**src/rtl/mc_if.sv**
```systemverilog
// Control bundle between the multi-cycle controller and the MIPS-lite datapath.
// The controller uses the master modport, the datapath side uses slave.
interface mc_if;
    logic [5:0] op;
    logic       mem_ready;
    logic       pcwrite;
    logic       pcwritecond;
    logic       iord;
    logic       memread;
    logic       memwrite;
    logic       irwrite;
    logic       memtoreg;
    logic       regdst;
    logic       regwrite;
    logic       alusrca;
    logic [1:0] alusrcb;
    logic [1:0] aluop;
    logic [1:0] pcsource;
    logic       illegal_op;
    logic       instr_done;

    modport master (
        input  op, mem_ready,
        output pcwrite, pcwritecond, iord, memread, memwrite, irwrite,
               memtoreg, regdst, regwrite, alusrca, alusrcb, aluop,
               pcsource, illegal_op, instr_done
    );

    modport slave (
        output op, mem_ready,
        input  pcwrite, pcwritecond, iord, memread, memwrite, irwrite,
               memtoreg, regdst, regwrite, alusrca, alusrcb, aluop,
               pcsource, illegal_op, instr_done
    );
endinterface

```
**src/rtl/mc_control.sv**
```systemverilog
// Multi-cycle control FSM for the MIPS-lite datapath: sequences one shared ALU
// and one unified memory over 3-5 cycles per instruction, stalling on mem_ready.
//
// state       | meaning
// ------------+------------------------------------------------------------
// FETCH  (0)  | read instruction at PC, PC+4 -> PC and IR load on mem_ready
// DECODE (1)  | latch opcode, precompute branch target into ALUOut
// MEMADR (2)  | rs + imm -> ALUOut (lw/sw effective address)
// MEMRD  (3)  | data read at ALUOut, wait for mem_ready
// MEMWB  (4)  | MDR -> rt, lw done
// MEMWR  (5)  | data write at ALUOut, done on mem_ready
// EXEC   (6)  | rs funct rt
// RWB    (7)  | ALUOut -> rd, R-format done
// BRANCH (8)  | rs - rt, PC <= target if zero, beq done
// IEXEC  (9)  | rs nor imm
// IWB    (10) | ALUOut -> rt, nori done
// 11..15      | unused, return to FETCH with all outputs low
module mc_control #(
    parameter int STATE_W       = 4,
    parameter bit USE_MEM_READY = 1'b1
) (
    input  logic               clk,
    input  logic               reset_n,
    mc_if.master               bus,
    output logic [STATE_W-1:0] state_o
);

    localparam logic [STATE_W-1:0] S_FETCH  = STATE_W'(0);
    localparam logic [STATE_W-1:0] S_DECODE = STATE_W'(1);
    localparam logic [STATE_W-1:0] S_MEMADR = STATE_W'(2);
    localparam logic [STATE_W-1:0] S_MEMRD  = STATE_W'(3);
    localparam logic [STATE_W-1:0] S_MEMWB  = STATE_W'(4);
    localparam logic [STATE_W-1:0] S_MEMWR  = STATE_W'(5);
    localparam logic [STATE_W-1:0] S_EXEC   = STATE_W'(6);
    localparam logic [STATE_W-1:0] S_RWB    = STATE_W'(7);
    localparam logic [STATE_W-1:0] S_BRANCH = STATE_W'(8);
    localparam logic [STATE_W-1:0] S_IEXEC  = STATE_W'(9);
    localparam logic [STATE_W-1:0] S_IWB    = STATE_W'(10);

    localparam logic [5:0] OP_R    = 6'b000000;
    localparam logic [5:0] OP_LW   = 6'b100011;
    localparam logic [5:0] OP_SW   = 6'b101011;
    localparam logic [5:0] OP_BEQ  = 6'b000100;
    localparam logic [5:0] OP_NORI = 6'b001101;

    logic [STATE_W-1:0] state_q, state_d;
    logic [5:0]         op_q, op_d;
    logic               mem_ok;

    assign mem_ok  = USE_MEM_READY ? bus.mem_ready : 1'b1;
    assign state_o = state_q;

    // Next state and opcode capture; op is only looked at in DECODE.
    always_comb begin
        state_d = S_FETCH;
        op_d    = op_q;
        case (state_q)
            S_FETCH:  state_d = mem_ok ? S_DECODE : S_FETCH;
            S_DECODE: begin
                op_d = bus.op;
                case (bus.op)
                    OP_LW, OP_SW: state_d = S_MEMADR;
                    OP_R:         state_d = S_EXEC;
                    OP_BEQ:       state_d = S_BRANCH;
                    OP_NORI:      state_d = S_IEXEC;
                    default:      state_d = S_FETCH;
                endcase
            end
            S_MEMADR: state_d = (op_q == OP_LW) ? S_MEMRD : S_MEMWR;
            S_MEMRD:  state_d = mem_ok ? S_MEMWB : S_MEMRD;
            S_MEMWB:  state_d = S_FETCH;
            S_MEMWR:  state_d = mem_ok ? S_FETCH : S_MEMWR;
            S_EXEC:   state_d = S_RWB;
            S_RWB:    state_d = S_FETCH;
            S_BRANCH: state_d = S_FETCH;
            S_IEXEC:  state_d = S_IWB;
            S_IWB:    state_d = S_FETCH;
            default:  state_d = S_FETCH;
        endcase
    end

    // Control outputs decoded from the current state; everything defaults low.
    always_comb begin
        bus.pcwrite     = 1'b0;
        bus.pcwritecond = 1'b0;
        bus.iord        = 1'b0;
        bus.memread     = 1'b0;
        bus.memwrite    = 1'b0;
        bus.irwrite     = 1'b0;
        bus.memtoreg    = 1'b0;
        bus.regdst      = 1'b0;
        bus.regwrite    = 1'b0;
        bus.alusrca     = 1'b0;
        bus.alusrcb     = 2'b00;
        bus.aluop       = 2'b00;
        bus.pcsource    = 2'b00;
        bus.illegal_op  = 1'b0;
        bus.instr_done  = 1'b0;
        case (state_q)
            S_FETCH: begin
                bus.memread = 1'b1;
                bus.alusrcb = 2'b01;
                bus.irwrite = mem_ok;
                bus.pcwrite = mem_ok;
            end
            S_DECODE: begin
                bus.alusrcb = 2'b11;
                case (bus.op)
                    OP_LW, OP_SW, OP_R, OP_BEQ, OP_NORI: ;
                    default: begin
                        bus.illegal_op = 1'b1;
                        bus.instr_done = 1'b1;
                    end
                endcase
            end
            S_MEMADR: begin
                bus.alusrca = 1'b1;
                bus.alusrcb = 2'b10;
            end
            S_MEMRD: begin
                bus.memread = 1'b1;
                bus.iord    = 1'b1;
            end
            S_MEMWB: begin
                bus.regwrite   = 1'b1;
                bus.memtoreg   = 1'b1;
                bus.instr_done = 1'b1;
            end
            S_MEMWR: begin
                bus.memwrite   = 1'b1;
                bus.iord       = 1'b1;
                bus.instr_done = mem_ok;
            end
            S_EXEC: begin
                bus.alusrca = 1'b1;
                bus.aluop   = 2'b10;
            end
            S_RWB: begin
                bus.regwrite   = 1'b1;
                bus.regdst     = 1'b1;
                bus.instr_done = 1'b1;
            end
            S_BRANCH: begin
                bus.alusrca     = 1'b1;
                bus.aluop       = 2'b01;
                bus.pcwritecond = 1'b1;
                bus.pcsource    = 2'b01;
                bus.instr_done  = 1'b1;
            end
            S_IEXEC: begin
                bus.alusrca = 1'b1;
                bus.alusrcb = 2'b10;
                bus.aluop   = 2'b11;
            end
            S_IWB: begin
                bus.regwrite   = 1'b1;
                bus.instr_done = 1'b1;
            end
            default: ;
        endcase
    end

    // State and latched opcode; reset aborts any instruction in flight.
    always_ff @(posedge clk or negedge reset_n) begin
        if (!reset_n) begin
            state_q <= S_FETCH;
            op_q    <= 6'b000000;
        end else begin
            state_q <= state_d;
            op_q    <= op_d;
        end
    end

endmodule

```
**src/flat_wrapper.sv**
```systemverilog
// flat-port wrapper written by rule: the top's interface ports become plain ports
module mc_control_flat 
#(
    parameter int STATE_W       = 4,
    parameter bit USE_MEM_READY = 1'b1
)
  (clk, reset_n, state_o, bus_op, bus_mem_ready, bus_pcwrite, bus_pcwritecond, bus_iord, bus_memread, bus_memwrite, bus_irwrite, bus_memtoreg, bus_regdst, bus_regwrite, bus_alusrca, bus_alusrcb, bus_aluop, bus_pcsource, bus_illegal_op, bus_instr_done);
  mc_if bus_i ();
  input  logic clk;
  input  logic reset_n;
  output logic [STATE_W-1:0] state_o;
  input wire logic [$bits(bus_i.op)-1:0] bus_op;
  input wire logic [$bits(bus_i.mem_ready)-1:0] bus_mem_ready;
  output wire logic [$bits(bus_i.pcwrite)-1:0] bus_pcwrite;
  output wire logic [$bits(bus_i.pcwritecond)-1:0] bus_pcwritecond;
  output wire logic [$bits(bus_i.iord)-1:0] bus_iord;
  output wire logic [$bits(bus_i.memread)-1:0] bus_memread;
  output wire logic [$bits(bus_i.memwrite)-1:0] bus_memwrite;
  output wire logic [$bits(bus_i.irwrite)-1:0] bus_irwrite;
  output wire logic [$bits(bus_i.memtoreg)-1:0] bus_memtoreg;
  output wire logic [$bits(bus_i.regdst)-1:0] bus_regdst;
  output wire logic [$bits(bus_i.regwrite)-1:0] bus_regwrite;
  output wire logic [$bits(bus_i.alusrca)-1:0] bus_alusrca;
  output wire logic [$bits(bus_i.alusrcb)-1:0] bus_alusrcb;
  output wire logic [$bits(bus_i.aluop)-1:0] bus_aluop;
  output wire logic [$bits(bus_i.pcsource)-1:0] bus_pcsource;
  output wire logic [$bits(bus_i.illegal_op)-1:0] bus_illegal_op;
  output wire logic [$bits(bus_i.instr_done)-1:0] bus_instr_done;
  assign bus_i.op = bus_op;
  assign bus_i.mem_ready = bus_mem_ready;
  assign bus_pcwrite = bus_i.pcwrite;
  assign bus_pcwritecond = bus_i.pcwritecond;
  assign bus_iord = bus_i.iord;
  assign bus_memread = bus_i.memread;
  assign bus_memwrite = bus_i.memwrite;
  assign bus_irwrite = bus_i.irwrite;
  assign bus_memtoreg = bus_i.memtoreg;
  assign bus_regdst = bus_i.regdst;
  assign bus_regwrite = bus_i.regwrite;
  assign bus_alusrca = bus_i.alusrca;
  assign bus_alusrcb = bus_i.alusrcb;
  assign bus_aluop = bus_i.aluop;
  assign bus_pcsource = bus_i.pcsource;
  assign bus_illegal_op = bus_i.illegal_op;
  assign bus_instr_done = bus_i.instr_done;
  mc_control #(.STATE_W(STATE_W), .USE_MEM_READY(USE_MEM_READY)) u_core (.clk(clk), .reset_n(reset_n), .bus(bus_i), .state_o(state_o));
endmodule
```
**config.mk**
```make
export PLATFORM = sky130hd
export DESIGN_NAME = mc_control_flat
export DESIGN_NICKNAME = d
export VERILOG_FILES = /design/src/rtl/mc_if.sv /design/src/rtl/mc_control.sv /design/src/flat_wrapper.sv
export SDC_FILE = /design/constraint.sdc
export NUM_CORES = 1
export LEC_CHECK = 0
export CORE_MARGIN = 3
export CORE_UTILIZATION = 25
export CTS_BUF_LIST = sky130_fd_sc_hd__clkbuf_8
export DETAILED_ROUTE_END_ITERATION = 10
export PLACE_DENSITY = 0.59
export SLEW_MARGIN = 20
export SYNTH_ARGS = -nofsm -noshare
export SYNTH_HDL_FRONTEND = slang
export SYNTH_SLANG_ARGS = --single-unit
export TNS_END_PERCENT = 1
```
**constraint.sdc**
```tcl
create_clock -name clk -period 1.4 [get_ports clk]
set_input_delay 0.28 -clock clk [delete_from_list [all_inputs] [get_ports clk]]
set_output_delay 0.28 -clock clk [all_outputs]
set_load 0.005 [all_outputs]
```
==> impl_metrics.py <==
metrics = {
    "routing": {
        "vias": 877,
        "viasPerCell": 4.690,
        "dr.pass1.iters": 4,
        "route.detailed.drc": 0,
        "routedWlPerCell_um": 12.75,
        "drt-total-wl_um": 2385,
        "ant_nets": 0,
        "drt_iter0_drc": 20,
    },
    "yosys": {
        "yosysWarnings": 0,
        "yosysUniqueCellTypes": 38,
        "async_reset_ff_share_pct": 100.0,
        "netlist_area_um2": 804.5,
        "ys_ff_latch": 10,
        "synth-edff-count": 0,
        "seq_area_frac_synth_pct": 31.10,
        "syn-instance-count": 89,
        "syn_area_per_cell_um2": 9.040,
        "yosys_most_used_dff": "dfrtp_1",
        "syn_nets": 98,
    },
    "finish": {
        "area_growth_pct": 89.74,
        "num_antenna_cells": 0,
        "nets": 155,
        "final_common_cell": "buf_4",
        "design_area_mm2": 0.001526,
        "multi_input_area_um2": 650.6,
        "final_cell_mix": "buf_4 (22), buf_2 (12), buf_6 (9), dfrtp_1 (9), dlygate4sd2_1 (6)",
        "ff_latch_area_um2": 251.5,
        "nFillCells": 266,
        "drive_gt1_share_pct": 62.76,
    },
    "place": {
        "gp_congestion": 0.7740,
        "placed_area_mm2": 0.001285,
        "dp_slack_ns": -0.9023,
        "dp_hpwl_um": 1733,
        "port_buffers": 29,
    },
    "min_path": {
        "min_to": "u_core.op_q[2]",
        "hp-start": "bus_op[2]",
        "whs_path_depth": 2,
        "min_path_type": "in -> reg",
    },
    "power_and_ir_drop": {
        "ir_drop_uv": 596.4,
        "power_frac_clock_pct": 28.0,
        "p_per_area_mw_per_mm2": 833.7,
        "swShare_pct": 28.43,
        "p_leak_nw": 0.7827,
        "p_comb_share_pct": 39.9,
        "p_int_mw": 0.9108,
        "pwr-share-seq_pct": 32.1,
        "p_sw_mw": 0.3618,
    },
    "cts": {
        "hold_buffers": 0,
        "clock_latency_ns": 0.23,
        "path_clk_slew_ns": 0.05,
        "root_buffer": "clkbuf_8",
        "cts_buffers": 3,
        "ctsHtreeMaxLevel": 1,
        "cts_tree": "done",
        "clockBufferDepth": 2,
        "clock-sinks": 10,
    },
    "grt": {
        "antenna_found_initial": 0,
        "grt_use_total_pct": 11.92,
        "grt_overflow": 0,
        "grt_max_degree": 12,
        "grt_pass1_wl_um": 3857,
        "met2_usage_pct": 22.90,
        "grtUsageMet1_pct": 12.76,
        "grt_pass1_vias": 859,
        "gr-usage-met3_pct": 2.338,
        "grt.busiest_layer": "met2",
    },
    "critical_path": {
        "r2r_end": "u_core.op_q[5]",
        "reg2regPathDepth": 6,
        "setup.worst_path.start_class": "primary input",
        "r2r_setup_slack_ns": -0.24,
        "required_ns": 1.12,
        "rr_startpoint": "u_core.state_o[2]",
        "worst_setup_path_end_kind": "primary output",
        "crit_type": "in -> out",
        "critPathArrivalTime_ns": 1.53,
        "critPathMaxFanout": 2,
    },
    "sta": {
        "finalSetupViolations": 27,
        "final.setup.worst_slack_ns": -0.4076,
        "slew_viol_final": 0,
        "max_freq_ghz": 0.5532,
        "worst_slew_pin_slew_ns": 0.4952,
        "hold_viol": 0,
        "rsz0062_at_grt": "true",
        "holdWs_ns": 0.3646,
        "min_period_over_period_pct": 129.1,
        "clock_skew_ns": 0.0002495,
        "slew_headroom_pct": 66.52,
        "period_needed_ns": 1.808,
    },
    "die": {
        "dieArea_mm2": 0.003935,
        "coreArea_mm2": 0.002900,
        "boundaryPins": 31,
        "die_h_um": 62.73,
        "initial_core_util_pct": 27.74,
        "num_rows": 19,
        "die_w_um": 62.73,
    },
    "outcome": {
        "status": "complete, but fails checks",
        "violations": "setup timing",
    },
    "flow_run": {
        "drv_cap": 0,
    },
}
## metal layers
| layer | wire (um) | vias to the layer above |
|---|---|---|
| met2 | 1307 | 22 |
| met3 | 123 | 2 |
| li1 | - | 436 |
| met5 | 0 | - |
| met1 | 948 | 417 |
| met4 | 6 | 0 |
## cells by family after synthesis
| logic type | share of synthesized area, % |
|---|---|
| other | 0.4661 |
| XOR/XNOR | 2.178 |
| buffers and inverters | 8.708 |
| flip-flops | 31.10 |
| AO/OA/AOI/OAI | 13.22 |
| multiplexers | 8.398 |
| AND/OR/NAND/NOR | 35.92 |
## worst max-delay path: stages
cell,delay (ns)
clkdlybuf4s50_1,0.43
or3b_4,0.39
a31oi_2,0.22
o31ai_2,0.08
buf_2,0.13
## flip-flops by register name, indices dropped and copies added, names as in the netlist
name	cells
u_core.op_q	6
u_core.state_o	4
## how the worst max path moves through the flow
stage / from / end / slack [ns] / depth (start not counted)
floorplan: u_core.state_o[2] / bus_pcsource[0] / -0.15 / 5
global placement: bus_op[0] / bus_instr_done / -0.87 / 6
detailed placement: bus_op[0] / bus_instr_done / -0.90 / 6
CTS: u_core.state_o[3] / bus_instr_done / -0.44 / 4
global route: u_core.state_o[2] / bus_regwrite / -0.49 / 6
finish: bus_mem_ready / bus_instr_done / -0.41 / 5
## what timing repair did
item / 4_1_cts / 5_1_grt
resized for setup: 107 / 17
endpoints found under the setup margin: 31 / 31
setup buffers: 7 / 1
pin swaps: 8 / 5
## cells in the mapped netlist (3+ instances only)
cell / instances / share of area, %
nor3_1: 4 / 2.5
and3_1: 4 / 3.1
nand2b_1: 4 / 3.1
nand4_1: 3 / 2.3
buf_4: 3 / 2.8
nor4b_1: 4 / 4.4
nor3b_1: 4 / 3.7
buf_2: 5 / 3.1
nor2_1: 4 / 1.9
or3_1: 3 / 2.3
dfrtp_1: 10 / 31
mux2_2: 6 / 8.4
nor2b_1: 4 / 3.1
## area by class of cell
cell class                      count  area share [%]
Sequential cell                    10           16.48
Clock buffer                        4           3.607
Inverter                            2          0.4918
Tap cell                           42           3.443
Multi-Input combinational cell     67           42.62
Timing Repair Buffer               62           33.36
## power by group through the flow
stage	logic (mW)	registers, mW	clock network [mW]
global route	0.554	0.413	0.378
CTS	0.503	0.405	0.364
detailed placement	0.443	0.402	0
finish	0.507	0.409	0.357
floorplan	0.228	0.389	0
global placement	0.436	0.399	0
## through the flow
stage | cells | utilization (%) | total power [mW] | setup TNS (ns)
2_1_floorplan | 89 | - | 0.6170 | -0.8807
3_3_place_gp | 175 | 44.31 | 0.8352 | -9.308
3_5_place_dp | 175 | 44.31 | 0.8459 | -9.622
4_1_cts | 186 | 51.25 | 1.272 | -6.596
5_1_grt | 187 | 52.63 | 1.345 | -7.954
6_report | 187 | 52.63 | 1.273 | -5.939
Note: power is estimated with default switching activity, not from simulation.
